--- src/rtl/sram_test_sequencer_if.sv ---
// Bus bundle between the SRAM test sequencer and the SRAM comparator/host side.
interface sram_test_sequencer_if #(
  parameter int unsigned DW = 32
);
  logic          start;
  logic          r_i;
  logic [DW-1:0] d_o;
  logic          we_o;
  logic          rd_o;
  logic          busy;
  logic          done;
  logic          pass;
  logic [15:0]   err_cnt;

  modport master (
    input  start, r_i,
    output d_o, we_o, rd_o, busy, done, pass, err_cnt
  );

  modport slave (
    output start, r_i,
    input  d_o, we_o, rd_o, busy, done, pass, err_cnt
  );
endinterface

--- src/rtl/sram_test_sequencer.sv ---
// SRAM test sequencer: writes an incrementing pattern of DEPTH words, idles
// GAP cycles, reads DEPTH words back, and counts comparator mismatches that
// arrive RD_LAT cycles after each read strobe.
module sram_test_sequencer #(
  parameter int unsigned DW     = 32,
  parameter int unsigned DEPTH  = 256,
  parameter int unsigned GAP    = 10,
  parameter int unsigned RD_LAT = 1
) (
  input  logic                  clk,
  input  logic                  rst,
  sram_test_sequencer_if.master bus
);

  localparam int unsigned MAX_DG = (DEPTH > GAP) ? DEPTH : GAP;
  localparam int unsigned MAXC   = (MAX_DG > RD_LAT) ? MAX_DG : RD_LAT;
  localparam int unsigned CW     = $clog2(MAXC);

  localparam logic [CW-1:0] LAST_WORD  = CW'(DEPTH - 1);
  localparam logic [CW-1:0] LAST_GAP   = (GAP == 0) ? '0 : CW'(GAP - 1);
  localparam logic [CW-1:0] LAST_DRAIN = CW'(RD_LAT - 1);

  typedef enum logic [2:0] {
    S_IDLE,
    S_WRITE,
    S_GAP,
    S_READ,
    S_DRAIN,
    S_DONE
  } state_t;

  state_t        state, state_nxt;
  logic [CW-1:0] cnt, cnt_nxt;
  logic [RD_LAT-1:0] vld;
  logic [RD_LAT:0]   vld_shift;
  logic          sample;
  logic          accept;
  logic [15:0]   err_nxt;
  logic [DW-1:0] d_nxt;
  logic          we_nxt, rd_nxt, busy_nxt, done_nxt;

  // Next state, phase counter and the next value of every registered output.
  always_comb begin
    state_nxt = state;
    cnt_nxt   = cnt;
    accept    = 1'b0;
    unique case (state)
      S_IDLE: begin
        if (bus.start) begin
          accept    = 1'b1;
          state_nxt = S_WRITE;
          cnt_nxt   = '0;
        end
      end
      S_WRITE: begin
        if (cnt == LAST_WORD) begin
          state_nxt = (GAP == 0) ? S_READ : S_GAP;
          cnt_nxt   = '0;
        end else begin
          cnt_nxt = cnt + 1'b1;
        end
      end
      S_GAP: begin
        if (cnt == LAST_GAP) begin
          state_nxt = S_READ;
          cnt_nxt   = '0;
        end else begin
          cnt_nxt = cnt + 1'b1;
        end
      end
      S_READ: begin
        if (cnt == LAST_WORD) begin
          state_nxt = S_DRAIN;
          cnt_nxt   = '0;
        end else begin
          cnt_nxt = cnt + 1'b1;
        end
      end
      S_DRAIN: begin
        if (cnt == LAST_DRAIN) begin
          state_nxt = S_DONE;
          cnt_nxt   = '0;
        end else begin
          cnt_nxt = cnt + 1'b1;
        end
      end
      S_DONE: begin
        state_nxt = S_IDLE;
      end
      default: begin
        state_nxt = S_IDLE;
        cnt_nxt   = '0;
      end
    endcase

    // Outputs are registered copies of the values the next state will present.
    we_nxt   = (state_nxt == S_WRITE);
    rd_nxt   = (state_nxt == S_READ);
    busy_nxt = (state_nxt != S_IDLE);
    done_nxt = (state_nxt == S_DONE);
    d_nxt    = (state_nxt == S_WRITE) ? DW'(cnt_nxt) : '0;
  end

  // Read-valid pipeline and the saturating mismatch count it qualifies.
  always_comb begin
    vld_shift = {vld, bus.rd_o};
    sample    = vld[RD_LAT-1];
    err_nxt   = bus.err_cnt;
    if (sample && !bus.r_i && (bus.err_cnt != '1)) begin
      err_nxt = bus.err_cnt + 16'd1;
    end
  end

  // State, counter, valid pipeline and registered outputs.
  always_ff @(posedge clk) begin
    if (!rst) begin
      state       <= S_IDLE;
      cnt         <= '0;
      vld         <= '0;
      bus.d_o     <= '0;
      bus.we_o    <= 1'b0;
      bus.rd_o    <= 1'b0;
      bus.busy    <= 1'b0;
      bus.done    <= 1'b0;
      bus.pass    <= 1'b0;
      bus.err_cnt <= '0;
    end else begin
      state    <= state_nxt;
      cnt      <= cnt_nxt;
      vld      <= vld_shift[RD_LAT-1:0];
      bus.d_o  <= d_nxt;
      bus.we_o <= we_nxt;
      bus.rd_o <= rd_nxt;
      bus.busy <= busy_nxt;
      bus.done <= done_nxt;
      if (accept) begin
        bus.err_cnt <= '0;
        bus.pass    <= 1'b0;
      end else begin
        bus.err_cnt <= err_nxt;
        // err_nxt folds in a mismatch sampled in the final drain cycle.
        if (state_nxt == S_DONE) begin
          bus.pass <= (err_nxt == '0);
        end
      end
    end
  end

endmodule

--- src/flat_wrapper.sv ---
// flat-port wrapper written by rule: the top's interface ports become plain ports
module sram_test_sequencer_flat 
#(
  parameter int unsigned DW     = 32,
  parameter int unsigned DEPTH  = 256,
  parameter int unsigned GAP    = 10,
  parameter int unsigned RD_LAT = 1
)
  (clk, rst, bus_start, bus_r_i, bus_d_o, bus_we_o, bus_rd_o, bus_busy, bus_done, bus_pass, bus_err_cnt);
  sram_test_sequencer_if #(.DW(DW)) bus_i ();
  input  logic clk;
  input  logic rst;
  input wire logic [$bits(bus_i.start)-1:0] bus_start;
  input wire logic [$bits(bus_i.r_i)-1:0] bus_r_i;
  output wire logic [$bits(bus_i.d_o)-1:0] bus_d_o;
  output wire logic [$bits(bus_i.we_o)-1:0] bus_we_o;
  output wire logic [$bits(bus_i.rd_o)-1:0] bus_rd_o;
  output wire logic [$bits(bus_i.busy)-1:0] bus_busy;
  output wire logic [$bits(bus_i.done)-1:0] bus_done;
  output wire logic [$bits(bus_i.pass)-1:0] bus_pass;
  output wire logic [$bits(bus_i.err_cnt)-1:0] bus_err_cnt;
  assign bus_i.start = bus_start;
  assign bus_i.r_i = bus_r_i;
  assign bus_d_o = bus_i.d_o;
  assign bus_we_o = bus_i.we_o;
  assign bus_rd_o = bus_i.rd_o;
  assign bus_busy = bus_i.busy;
  assign bus_done = bus_i.done;
  assign bus_pass = bus_i.pass;
  assign bus_err_cnt = bus_i.err_cnt;
  sram_test_sequencer #(.DW(DW), .DEPTH(DEPTH), .GAP(GAP), .RD_LAT(RD_LAT)) u_core (.clk(clk), .rst(rst), .bus(bus_i));
endmodule
--- config.mk ---
export PLATFORM = sky130hd
export DESIGN_NAME = sram_test_sequencer_flat
export DESIGN_NICKNAME = d
export VERILOG_FILES = /design/src/rtl/sram_test_sequencer_if.sv /design/src/rtl/sram_test_sequencer.sv /design/src/flat_wrapper.sv
export SDC_FILE = /design/constraint.sdc
export NUM_CORES = 1
export LEC_CHECK = 0
export ABC_AREA = 1
export BUFFER_PORTS_ARGS = -buffer_cell sky130_fd_sc_hd__buf_2
export CAP_MARGIN = 20
export CORE_MARGIN = 2
export CORE_UTILIZATION = 57
export DETAILED_ROUTE_END_ITERATION = 8
export PLACE_DENSITY = 0.81
export SYNTH_ARGS = -nofsm -noshare
export SYNTH_HDL_FRONTEND = slang
export SYNTH_SLANG_ARGS = --single-unit
--- constraint.sdc ---
create_clock -name clk -period 3.7 [get_ports clk]
set_clock_uncertainty 0.15 [all_clocks]
set_input_delay 0.37 -clock clk [delete_from_list [all_inputs] [get_ports clk]]
set_output_delay 0.37 -clock clk [all_outputs]
set_load 0.1 [all_outputs]
# Word-level counts from Yosys, hierarchy flattened
# Cells that the tools add are included.
[word_totals]
reg_bits = 65
[classes]
addsub = 2
n_eq_ne = 11
n_mux = 14
bitwise_logic = 1
reduce_logical = 10
[ops]
columns = ["operator", "count"]
rows = [
  ["8-bit one-hot mux with 5 select lines", 1],
  ["8-bit 2-to-1 mux", 4],
  ["16-bit by 1-bit adder with 16-bit output (second input constant)", 1],
  ["16-bit logical NOT", 1],
  ["16-bit 2-to-1 mux", 1],
  ["16-bit != test (second input constant)", 1],
  ["3-bit 2-to-1 mux", 5],
  ["3-bit one-hot mux with 5 select lines", 1],
  ["3-bit by 2-bit equality test with 1-bit output (second input constant)", 3],
  ["3-bit equality test (second input constant)", 3],
  ["8-bit by 1-bit adder with 8-bit output (second input constant)", 1],
  ["8-bit by 4-bit equality test with 1-bit output (second input constant)", 1],
  ["8-bit equality test (second input constant)", 1],
  ["8-bit logical NOT", 1],
  ["3-bit by 1-bit equality test with 1-bit output (second input constant)", 2],
  ["2-bit OR reduction", 2],
  ["3-bit logical NOT", 1],
  ["3-bit nonzero test", 1],
  ["1-bit logical AND", 2],
  ["1-bit 2-to-1 mux", 2],
  ["2-bit AND reduction", 1],
  ["1-bit logical NOT", 1],
  ["1-bit NOT", 1],
]

# Depth between registers and ports, before layout
# Gate-level depths: netlist of run 1.
[depth]
depth_word = 5
mapped_depth = 14
depth_no_buf = 13

# Least setup slack after synthesis of run 1
# OpenSTA, ideal clock, no wires.
[synth_path]
kind = "register to register"
start = "register u_core.bus.err_cnt[0]"
end = "register u_core.bus.pass"
arrival_ns = 2.501
required_time_ns = 3.429
setup_slack_ns = 0.927
stages_incl_launch_ff = 14
path_buffers = 1
period_less_slack_ns = 2.773
cell_sequence = "dfxtp_1 ha_1 nand2_1 nor2_1 nand2_2 o21ai_0 buf_2 nand2_1 nand2_1 nor2_1 nand2_1 nor2_1 nand2_1 a21oi_2"
[synth_via]
elab_chain_len = 4
word_cells_on_any_way = 5
cone_classes = "add/sub: 1; eq/ne: 1; mux: 1; reduce/logical: 2"
[synth_lines]
columns = ["item", "line_no", "text"]
rows = [
  ["from (decl)", "sram_test_sequencer_if.sv:17", "output d_o, we_o, rd_o, busy, done, pass, err_cnt"],
  ["from (signal assigned)", "sram_test_sequencer.sv:140", "bus.err_cnt <= err_nxt;"],
  ["branches (longest 2 deep; another with 16-bit by 1-bit adder with 16-bit output)", "-", ""],
  ["16-bit 2-to-1 mux *", "sram_test_sequencer.sv:109", "if (sample && !bus.r_i && (bus.err_cnt != '1)) begin"],
  ["16-bit logical NOT *", "sram_test_sequencer.sv:143", "bus.pass <= (err_nxt == '0);"],
  ["to (signal assigned)", "sram_test_sequencer.sv:143", ""],
  ["to (decl)", "sram_test_sequencer_if.sv:17", ""],
]
# Mark *: on every way between the ends.
# A chain may end at the register's enable or synchronous reset.

# Worst setup path after layout of run 1
# Same ends and word-level chain as after synthesis.

==> flow_metrics.py, run 1 <==
metrics = {
    "job": {
        "max-cap-violations": 0,
    },
    "detailed_routing": {
        "drt_wl_total_um": 5030,
        "maxUsedRoutingLayer": "met4",
        "post_drt_wl_per_cell_um": 11.5,
        "drt.antenna.violating_nets": 0,
        "vias_cell": 5.03,
        "drt-initial-drc-count": 141,
        "detailroute.wirelength.met2_um": 2210,
        "remaining_drc_errors": 0,
        "dr.pass1.iters": 5,
        "m1WireLength_um": 2410,
        "wl_met3_um": 374,
        "detailroute.via_count": 2205,
    },
    "finish": {
        "num-fill-cells": 360,
        "finalCoreUtilization_pct": 64.6,
        "nets": 395,
        "final-seq-area_um2": 821,
        "antenna_cells": 0,
        "drive_above_1_share_pct": 15.2,
        "multi_input_comb_area_um2": 1240,
        "final_cell_count_no_fill": 438,
        "synthToLayoutAreaGrowth_pct": 9.27,
    },
    "critical_path": {
        "critical-path-top-cell-by-count": "nand2_1",
        "cp.arrival_ns": 2.50,
        "number_of_cells_on_the_critical_path": 13,
        "crit_slowest_cell": "o21ai_0",
        "category_of_the_critical_setup_timing_path": "reg -> reg",
        "critical_path_required_ns": 3.73,
        "rrSetupSlack_ns": 1.24,
        "worstReg2RegStart": "u_core.bus.err_cnt[0]",
        "worstRegToRegCells": 13,
        "critical_path_peak_fanout": 7,
        "cp_top_family": "simple AND/OR/NAND/NOR gates",
        "crit_buf_inv": 1,
        "critical_path.endpoint_type": "register",
        "worstPathCellList": "ha_1, nand2_1, nor2_1, nand2_2, o21ai_0, buf_4, nand2_1, nand2_1, nor2_1, nand2_1, nor2_1, nand2_1, a21oi_2",
        "crit_path_end": "u_core.bus.pass",
        "critical-path-max-stage-delay_ns": 0.50,
        "cp-start-kind": "register",
        "rr_endpoint": "u_core.bus.pass",
        "critPathLaunch": "u_core.bus.err_cnt[0]",
    },
    "sta": {
        "rsz0062_at_grt": "false",
        "tns_ns": 0,
        "worst-slew-pin-transition_ns": 0.583,
        "timing.final.max_slew_violations": 0,
        "final-hold-violation-count": 0,
        "finalCritPeriodShare_pct": 66.6,
        "max_slew_margin_pct": 60.7,
        "layout_min_cycle_time_ns": 2.46,
        "max_freq_mhz": 406,
        "setup_viol": 0,
    },
    "clock_tree": {
        "tritoncts": "done",
        "cts.htree.levels": 2,
        "post_cts_sizing_count": 0,
        "post_cts_hold_buffer_count": 0,
        "clk_latency_ns": 0.29,
        "ctsRootBufferMaster": "clkbuf_8",
        "numCtsBuffers": 5,
        "cts_clock_pin_slew_for_the_worst_setup_and_hold_paths_ns": 0.08,
        "clock_tree.buffer_depth": 2,
        "cts_num_sinks": 41,
        "postCtsSetupRepairBufs": 0,
    },
    "floorplan": {
        "die_x_um": 68.2,
        "io_pins": 57,
        "start_util_pct": 59.1,
        "dieArea_um2": 4650,
        "vert_die_dim_um": 68.2,
        "placeableCoreArea_um2": 3970,
        "core.rowCount": 23,
    },
    "logic_synthesis": {
        "synth_area_per_cell_um2": 6.65,
        "synth_cells": 353,
        "netlist-cell-type-count": 34,
        "post-synth-top-area-fraction_pct": 34.9,
        "synth_area_leaders": "dfxtp_1, nand2_1, nor2_1",
        "number_of_warning_messages_in_the_yosys_log": 0,
        "synth_sequential_area_ratio_pct": 34.9,
        "synth_largest_area_cell": "dfxtp_1",
        "post_synth_instance_area_um2": 2350,
        "synth.ff_latch_count": 41,
    },
    "global_route": {
        "grt_start_max_net_pins": 20,
        "antenna_found_initial": 0,
        "number_of_global_route_vias_before_repair": 1853,
        "globalRoute.totalOverflow": 0,
        "grt_pass1_wl_um": 8090,
        "grtUsageTotal_pct": 23.1,
    },
    "power": {
        "leakagePower_nw": 1.20,
        "total_power_mw": 0.983,
        "worst_case_vdd_ir_drop_mv": 0.290,
        "powerDensity_nw_per_um2": 383,
    },
    "hold_path": {
        "timing.hold.worst_path_depth": 3,
        "timing.hold.worst.class": "in -> reg",
    },
    "status": {
        "status": "completed",
    },
    "placement": {
        "port_buffers": 32,
        "placedCellCount": 430,
        "place.detailed.hpwl_um": 3820,
        "gpl.final_weighted_congestion": 0.881,
    },
}
-- tightest hold or removal path, delay by kind of cell --
family | cells | cell delay, ns
buf+inv | 2 | 0.18
simple gates | 1 | 0.06
-- worst min path at each step --
| stage | start | endpoint | slack (ns) |
|---|---|---|---|
| finish | rst | u_core.sample | 0.19 |
| detailed placement | u_core.bus.rd_o | u_core.sample | 0.28 |
| global placement | u_core.bus.rd_o | u_core.sample | 0.27 |
| CTS | rst | u_core.sample | 0.18 |
| floorplan | rst | u_core.sample | 0.31 |
| global route | rst | u_core.sample | 0.20 |
-- synthesized netlist by cell type --
library cell and instances:
nor3_2 1, buf_6 1, a21oi_2 2, nand3_2 1
o21bai_1 1, or2_2 2, and2_1 1, a32oi_1 5
nand3b_1 1, o21ai_1 1, clkbuf_1 2, xor2_1 5
nor3_1 4, nand2_1 88, xnor2_1 2, buf_2 1
a21oi_1 13, clkinv_1 1, o21ai_0 13, inv_2 2
nor2_4 2, nor2_2 2, dfxtp_1 41, inv_1 41
a31oi_1 1, nand4_1 7, a22oi_1 1, ha_1 4
buf_4 25, nor2_1 58, nand2_2 6, conb_1 1
o211ai_1 1, nand3_1 16
-- flip-flops by register name, indices dropped and copies added, names as in the netlist --
name                count
u_core.bus.rd_o         1
u_core.cnt              8
u_core.bus.d_o          8
u_core.state            3
u_core.bus.we_o         1
u_core.sample           1
u_core.bus.done         1
u_core.bus.err_cnt     16
u_core.bus.pass         1
u_core.bus.busy         1
-- layout by cell type (no fill, tap or decap), drive strengths merged, types with 5 or more instances in the layout --
cell     n
buf     33
clkbuf   5
o21ai   14
nor2    62
nand4    7
xor2     5
inv     44
nor3     5
a21oi   15
nand3   17
nand2   94
dfxtp   41
conb    24
a32oi    5
-- per-stage QoR --
step / setup slack, ns / hold WS [ns] / instance area [um^2]
detailed placement: 1.25 / 0.276 / 2450
global route: 1.01 / 0.196 / 2570
CTS: 1.25 / 0.175 / 2570
global placement: 1.36 / 0.274 / 2450
finish: 1.24 / 0.190 / 2570
floorplan: 0.927 / 0.313 / 2430
-- area by class of cell --
type / count / area share (%)
Multi-Input combinational cell: 262 / 48.2
Sequential cell: 41 / 32.0
Timing Repair Buffer: 33 / 6.53
Inverter: 44 / 6.44
Clock buffer: 5 / 2.68
Tap cell: 50 / 2.44
Clock inverter: 3 / 1.71
-- where the power goes --
| part | internal, mW | switching [mW] | total (mW) |
|---|---|---|---|
| Clock | 0.202 | 0.163 | 0.365 |
| Combinational | 0.0122 | 0.156 | 0.168 |
| Sequential | 0.446 | 0.00380 | 0.450 |
-- metal layers --
layer,vias to the layer above,global-route usage (%)
li1,1135,-
met1,992,31.2
met2,74,35.6
met3,4,6.58
met4,0,7.75
met5,-,0
-- kinds of logic after synthesis --
| family | share of synthesized area, % |
|---|---|
| flip-flops | 34.9 |
| AND/OR/NAND/NOR | 34.5 |
| AO/OA/AOI/OAI | 9.59 |
| adder cells (fa/ha/maj) | 2.13 |
| XOR/XNOR | 2.61 |
| other | 0.160 |
| buffers and inverters | 16.0 |
No activity file was read; power rests on OpenSTA's default activity.
==> run 2, diff against run 1 <==
Settings changed: CORE_UTILIZATION 57 to 48, PLACE_DENSITY 0.81 to 0.73.
Clock period 3.7 ns to 2.02 ns, I/O delays scaled along.
==> flow_metrics.py, run 2 (synthesized netlist as in run 1, its figures left out) <==
metrics = {
    "clock_tree": {
        "cts_clock_pin_slew_for_the_worst_setup_and_hold_paths_ns": 0.08,
        "numCtsBuffers": 5,
        "clock_tree.buffer_depth": 2,
        "tritoncts": "done",
        "post_cts_hold_buffer_count": 0,
        "clk_latency_ns": 0.30,
        "ctsRootBufferMaster": "clkbuf_8",
        "cts_num_sinks": 41,
        "cts.htree.levels": 2,
    },
    "hold_path": {
        "timing.hold.worst.class": "in -> reg",
        "hp-start": "rst",
    },
    "placement": {
        "place.detailed.hpwl_um": 3750,
        "gpl.final_weighted_congestion": 0.867,
        "port_buffers": 32,
        "post-place-ws_ns": -0.00289,
    },
    "finish": {
        "synthToLayoutAreaGrowth_pct": 31.2,
        "drive_above_1_share_pct": 34.7,
        "num-fill-cells": 414,
        "finalCoreUtilization_pct": 65.2,
        "largest_register_ffs": 16,
        "final_cell_mix": "nand2_1, nor2_1, inv_1, buf_2",
        "largest_registers": "u_core.bus.err_cnt x16, u_core.bus.d_o x8, u_core.cnt x8",
        "antenna_cells": 0,
        "max_flop_register": "u_core.bus.err_cnt",
        "final_common_cell": "nand2_1",
        "nets": 422,
    },
    "global_route": {
        "antenna_found_initial": 0,
        "globalRoute.totalOverflow": 0,
        "grt_pass1_wl_um": 8270,
        "grtUsageTotal_pct": 19.4,
        "grt_start_max_net_pins": 18,
        "number_of_global_route_vias_before_repair": 1977,
    },
    "power": {
        "powerDensity_nw_per_um2": 558,
        "power_frac_clock_pct": 34.2,
        "switching_fraction_pct": 33.6,
        "leakagePower_nw": 1.44,
        "power_switching_mw": 0.579,
        "p_int_mw": 1.14,
        "worst_case_vdd_ir_drop_mv": 0.329,
        "total_power_mw": 1.72,
        "combinationalPowerShare_pct": 19.0,
        "power.sequential.fraction_pct": 46.8,
    },
    "floorplan": {
        "io_pins": 57,
        "vert_die_dim_um": 73.9,
        "core.rowCount": 25,
        "start_util_pct": 49.7,
        "dieArea_um2": 5470,
        "placeableCoreArea_um2": 4720,
        "die_x_um": 73.9,
    },
    "critical_path": {
        "rrSetupSlack_ns": 0.05,
        "worstReg2RegStart": "u_core.bus.err_cnt[0]",
        "category_of_the_critical_setup_timing_path": "reg -> reg",
        "critPathLaunch": "u_core.bus.err_cnt[0]",
        "rr_endpoint": "u_core.bus.pass",
        "critical_path_peak_fanout": 7,
        "critical_path_required_ns": 2.10,
        "critical_path.endpoint_type": "register",
        "cp-start-kind": "register",
        "worstRegToRegCells": 13,
        "crit_path_end": "u_core.bus.pass",
        "cp.arrival_ns": 2.05,
    },
    "sta": {
        "max_slew_margin_pct": 62.4,
        "layout_min_cycle_time_ns": 1.97,
        "tns_ns": 0,
        "timing.final.max_slew_violations": 0,
        "final-hold-violation-count": 0,
        "worst-slew-pin-transition_ns": 0.560,
        "finalCritPeriodShare_pct": 97.4,
        "hold_slack_ns": 0.00563,
        "setup_viol": 0,
        "rsz0062_at_grt": "true",
        "worst_slack_ns": 0.0527,
        "max_freq_mhz": 508,
    },
    "detailed_routing": {
        "vias_cell": 4.79,
        "drt.antenna.violating_nets": 0,
        "drt_wl_total_um": 5370,
        "dr.pass1.iters": 4,
        "drt-initial-drc-count": 131,
        "detailroute.via_count": 2309,
        "remaining_drc_errors": 0,
        "post_drt_wl_per_cell_um": 11.1,
    },
    "status": {
        "status": "completed",
    },
    "job": {
        "max-cap-violations": 0,
    },
}
[run 2: area by class of cell]
cell class	instances	area, um^2	area share (%)
flip-flops and latches	41	881	28.6
multi-input cells	262	1440	46.8
inverters	44	165	5.36
clock buffers	7	96.3	3.13
repair buffers	60	408	13.2
clock inverters	1	5.00	0.162
well taps	67	83.8	2.72
[run 2: power groups by stage]
stage          registers, mW  logic (mW)  clock network (mW)
2_1_floorplan          0.862       0.279                   0
3_3_place_gp           0.821       0.316                   0
3_5_place_dp           0.821       0.317                   0
4_1_cts                0.802       0.317               0.604
5_1_grt                0.806       0.344               0.646
6_report               0.804       0.327               0.589
[run 2: routing by layer]
metal	up-vias	global-route usage [%]	wire length, um
met2	46	34.6	2770
met4	0	5.66	92
met3	9	4.20	213
met5	-	0	0
met1	1063	23.4	2290
li1	1191	-	-
[run 2: stage by stage]
stage	cells	area, um^2
floorplan	376	2510
global placement	456	2630
detailed placement	456	2630
CTS	473	2800
global route	482	3080
finish	482	3080
[run 2: worst min path at each step]
stage	end	slack, ns	cells past startpoint
floorplan	u_core.sample	0.15	2
global placement	u_core.sample	0.28	2
detailed placement	u_core.sample	0.28	2
CTS	u_core.cnt[7]	0.004	3
global route	u_core.cnt[7]	0.03	3
finish	u_core.sample	0.006	3
[run 2: worst max-delay path, cell delays in order (launching register included)]
cell and delay (ns):
dfxtp_4 0.37, ha_4 0.17, nand2_4 0.06, nor2_4 0.04, nand2_4 0.08, nor2_4 0.04, nor2_4 0.24, buf_4 0.18
o21ai_0 0.10, nor2_1 0.12, nand2_1 0.06, nor2_1 0.08, nand2_1 0.07, a21oi_2 0.12
[run 2: what timing repair did]
item,in CTS,in global routing
resized for setup,2,56
setup endpoints to repair,3,17
setup buffers,9,9
pin swaps,6,34
cloned,0,1
==> run 3, diff against run 2 <==
Settings changed: PLACE_DENSITY 0.73 to 0.81, RECOVER_POWER set to 25.
==> flow_metrics.py, run 3 (synthesized netlist as in run 1, its figures left out) <==
metrics = {
    "global_route": {
        "antenna_found_initial": 0,
        "globalRoute.busiestLayer": "met2",
        "grt_use_met2_pct": 34.8,
        "grt_pass1_wl_um": 8360,
        "number_of_global_route_vias_before_repair": 2043,
        "grtUsageMet3_pct": 4.20,
        "grt_start_max_net_pins": 15,
        "grtUsageTotal_pct": 19.6,
        "grtUsageMet1_pct": 22.9,
        "globalRoute.totalOverflow": 0,
    },
    "sta": {
        "timing.final.max_slew_violations": 0,
        "rsz0062_at_grt": "true",
        "max_slew_margin_pct": 63.6,
        "max_freq_mhz": 495,
        "finalCritPeriodShare_pct": 100,
        "tns_ns": 0,
        "worst-slew-pin-transition_ns": 0.549,
        "layout_min_cycle_time_ns": 2.02,
        "setup_viol": 0,
        "final-hold-violation-count": 0,
    },
    "clock_tree": {
        "clk_latency_ns": 0.29,
        "cts_clock_pin_slew_for_the_worst_setup_and_hold_paths_ns": 0.08,
        "ctsRootBufferMaster": "clkbuf_8",
        "cts_num_sinks": 41,
        "numCtsBuffers": 5,
        "tritoncts": "done",
        "cts.htree.levels": 2,
        "clock_tree.buffer_depth": 2,
        "post_cts_hold_buffer_count": 0,
    },
    "floorplan": {
        "die_x_um": 73.9,
        "start_util_pct": 49.7,
        "placeableCoreArea_um2": 4720,
        "io_pins": 57,
        "vert_die_dim_um": 73.9,
        "core.rowCount": 25,
        "dieArea_um2": 5470,
    },
    "critical_path": {
        "category_of_the_critical_setup_timing_path": "reg -> reg",
        "worstReg2RegStart": "u_core.bus.err_cnt[1]",
        "critical_path.endpoint_type": "register",
        "rr_endpoint": "u_core.bus.pass",
        "critical_path_peak_fanout": 8,
        "critical_path_required_ns": 2.10,
        "rrSetupSlack_ns": 0.0008,
        "cp.arrival_ns": 2.10,
        "cp-start-kind": "register",
        "worstRegToRegCells": 14,
    },
    "detailed_routing": {
        "post_drt_wl_per_cell_um": 11.5,
        "vias_cell": 4.86,
        "remaining_drc_errors": 0,
        "detailroute.via_count": 2294,
        "dr.pass1.iters": 5,
        "drt_wl_total_um": 5410,
        "drt.antenna.violating_nets": 0,
        "drt-initial-drc-count": 155,
    },
    "hold_path": {
        "hp-start": "rst",
        "hold-path-endpoint": "u_core.cnt[7]",
        "timing.hold.worst.class": "in -> reg",
        "timing.hold.worst_path_depth": 3,
    },
    "finish": {
        "final_common_cell": "nand2_1",
        "largest_register_ffs": 16,
        "synthToLayoutAreaGrowth_pct": 26.7,
        "largest_registers": "u_core.bus.err_cnt x16, u_core.bus.d_o x8, u_core.cnt x8",
        "drive_above_1_share_pct": 33.3,
        "max_flop_register": "u_core.bus.err_cnt",
        "final_cell_mix": "nand2_1, nor2_1, inv_1, conb_1, dfxtp_1",
        "antenna_cells": 0,
        "nets": 412,
        "finalCoreUtilization_pct": 63.0,
    },
    "power": {
        "powerDensity_nw_per_um2": 605,
        "leakagePower_nw": 1.41,
        "worst_case_vdd_ir_drop_mv": 0.446,
    },
    "placement": {
        "port_buffers": 32,
        "place.detailed.hpwl_um": 3850,
        "gpl.final_weighted_congestion": 0.888,
    },
    "job": {
        "max-cap-violations": 0,
    },
    "status": {
        "status": "completed",
    },
}
-- run 3: worst max-delay path by stage --
stage                                start           endpoint  slack [ns]  cells past startpoint
floorplan           u_core.bus.err_cnt[15]    u_core.bus.pass        0.01                     13
finish               u_core.bus.err_cnt[1]    u_core.bus.pass      0.0008                     14
detailed placement           u_core.cnt[0]  u_core.bus.d_o[7]       -0.07                     11
global placement             u_core.cnt[0]  u_core.bus.d_o[7]       0.006                     11
CTS                  u_core.bus.err_cnt[1]    u_core.bus.pass       0.003                     14
global route         u_core.bus.err_cnt[1]    u_core.bus.pass       -0.11                     14
-- run 3: per-layer routing --
metal,wire (um),vias to the layer above
met5,0,-
met4,36,0
met3,237,6
met2,2980,53
met1,2150,1063
li1,-,1172
-- run 3: metrics by stage --
step                      instances  instance area (um^2)  hold WS, ns  setup WS [ns]  total power, mW
after floorplan                 376                  2510        0.145        0.00978             1.14
after global placement          459                  2650        0.267        0.00556             1.14
after detailed placement        459                  2650        0.277        -0.0709             1.14
after CTS                       467                  2780       0.0249        0.00294             1.81
after global routing            472                  2980       0.0408         -0.113             1.86
final                           472                  2980       0.0417       0.000810             1.80
-- run 3: layout make-up --
cell class | instances | area, um^2
Timing Repair Buffer | 50 | 308
Sequential cell | 41 | 883
Fill cell | 420 | 1750
Inverter | 44 | 165
Clock buffer | 7 | 86.3
Tap cell | 67 | 83.8
Multi-Input combinational cell | 262 | 1420
Clock inverter | 1 | 30.0
-- run 3: critical path, stage by stage, from the launching register on --
cell     delay, ns
dfxtp_4       0.38
ha_4          0.16
nand2_4       0.05
nor2_4        0.13
nand2_4       0.08
nor2_4        0.13
nor2_4        0.07
buf_12        0.15
nand2_4       0.06
nand2_2       0.05
nor2_2        0.11
nand2_1       0.08
nor2_2        0.14
nand2_1       0.08
a21oi_2       0.12
-- run 3: what timing repair did --
item,4_1_cts,5_1_grt
setup buffers,0,5
gates resized for setup,3,55
pin swaps,0,25
endpoints found under the setup margin,15,18
-- run 3: where the power goes --
group / total, mW / internal [mW] / switching, mW
Clock: 0.668 / 0.403 / 0.265
Sequential: 0.805 / 0.798 / 0.00703
Combinational: 0.327 / 0.0337 / 0.293
Total: 1.80 / 1.23 / 0.565
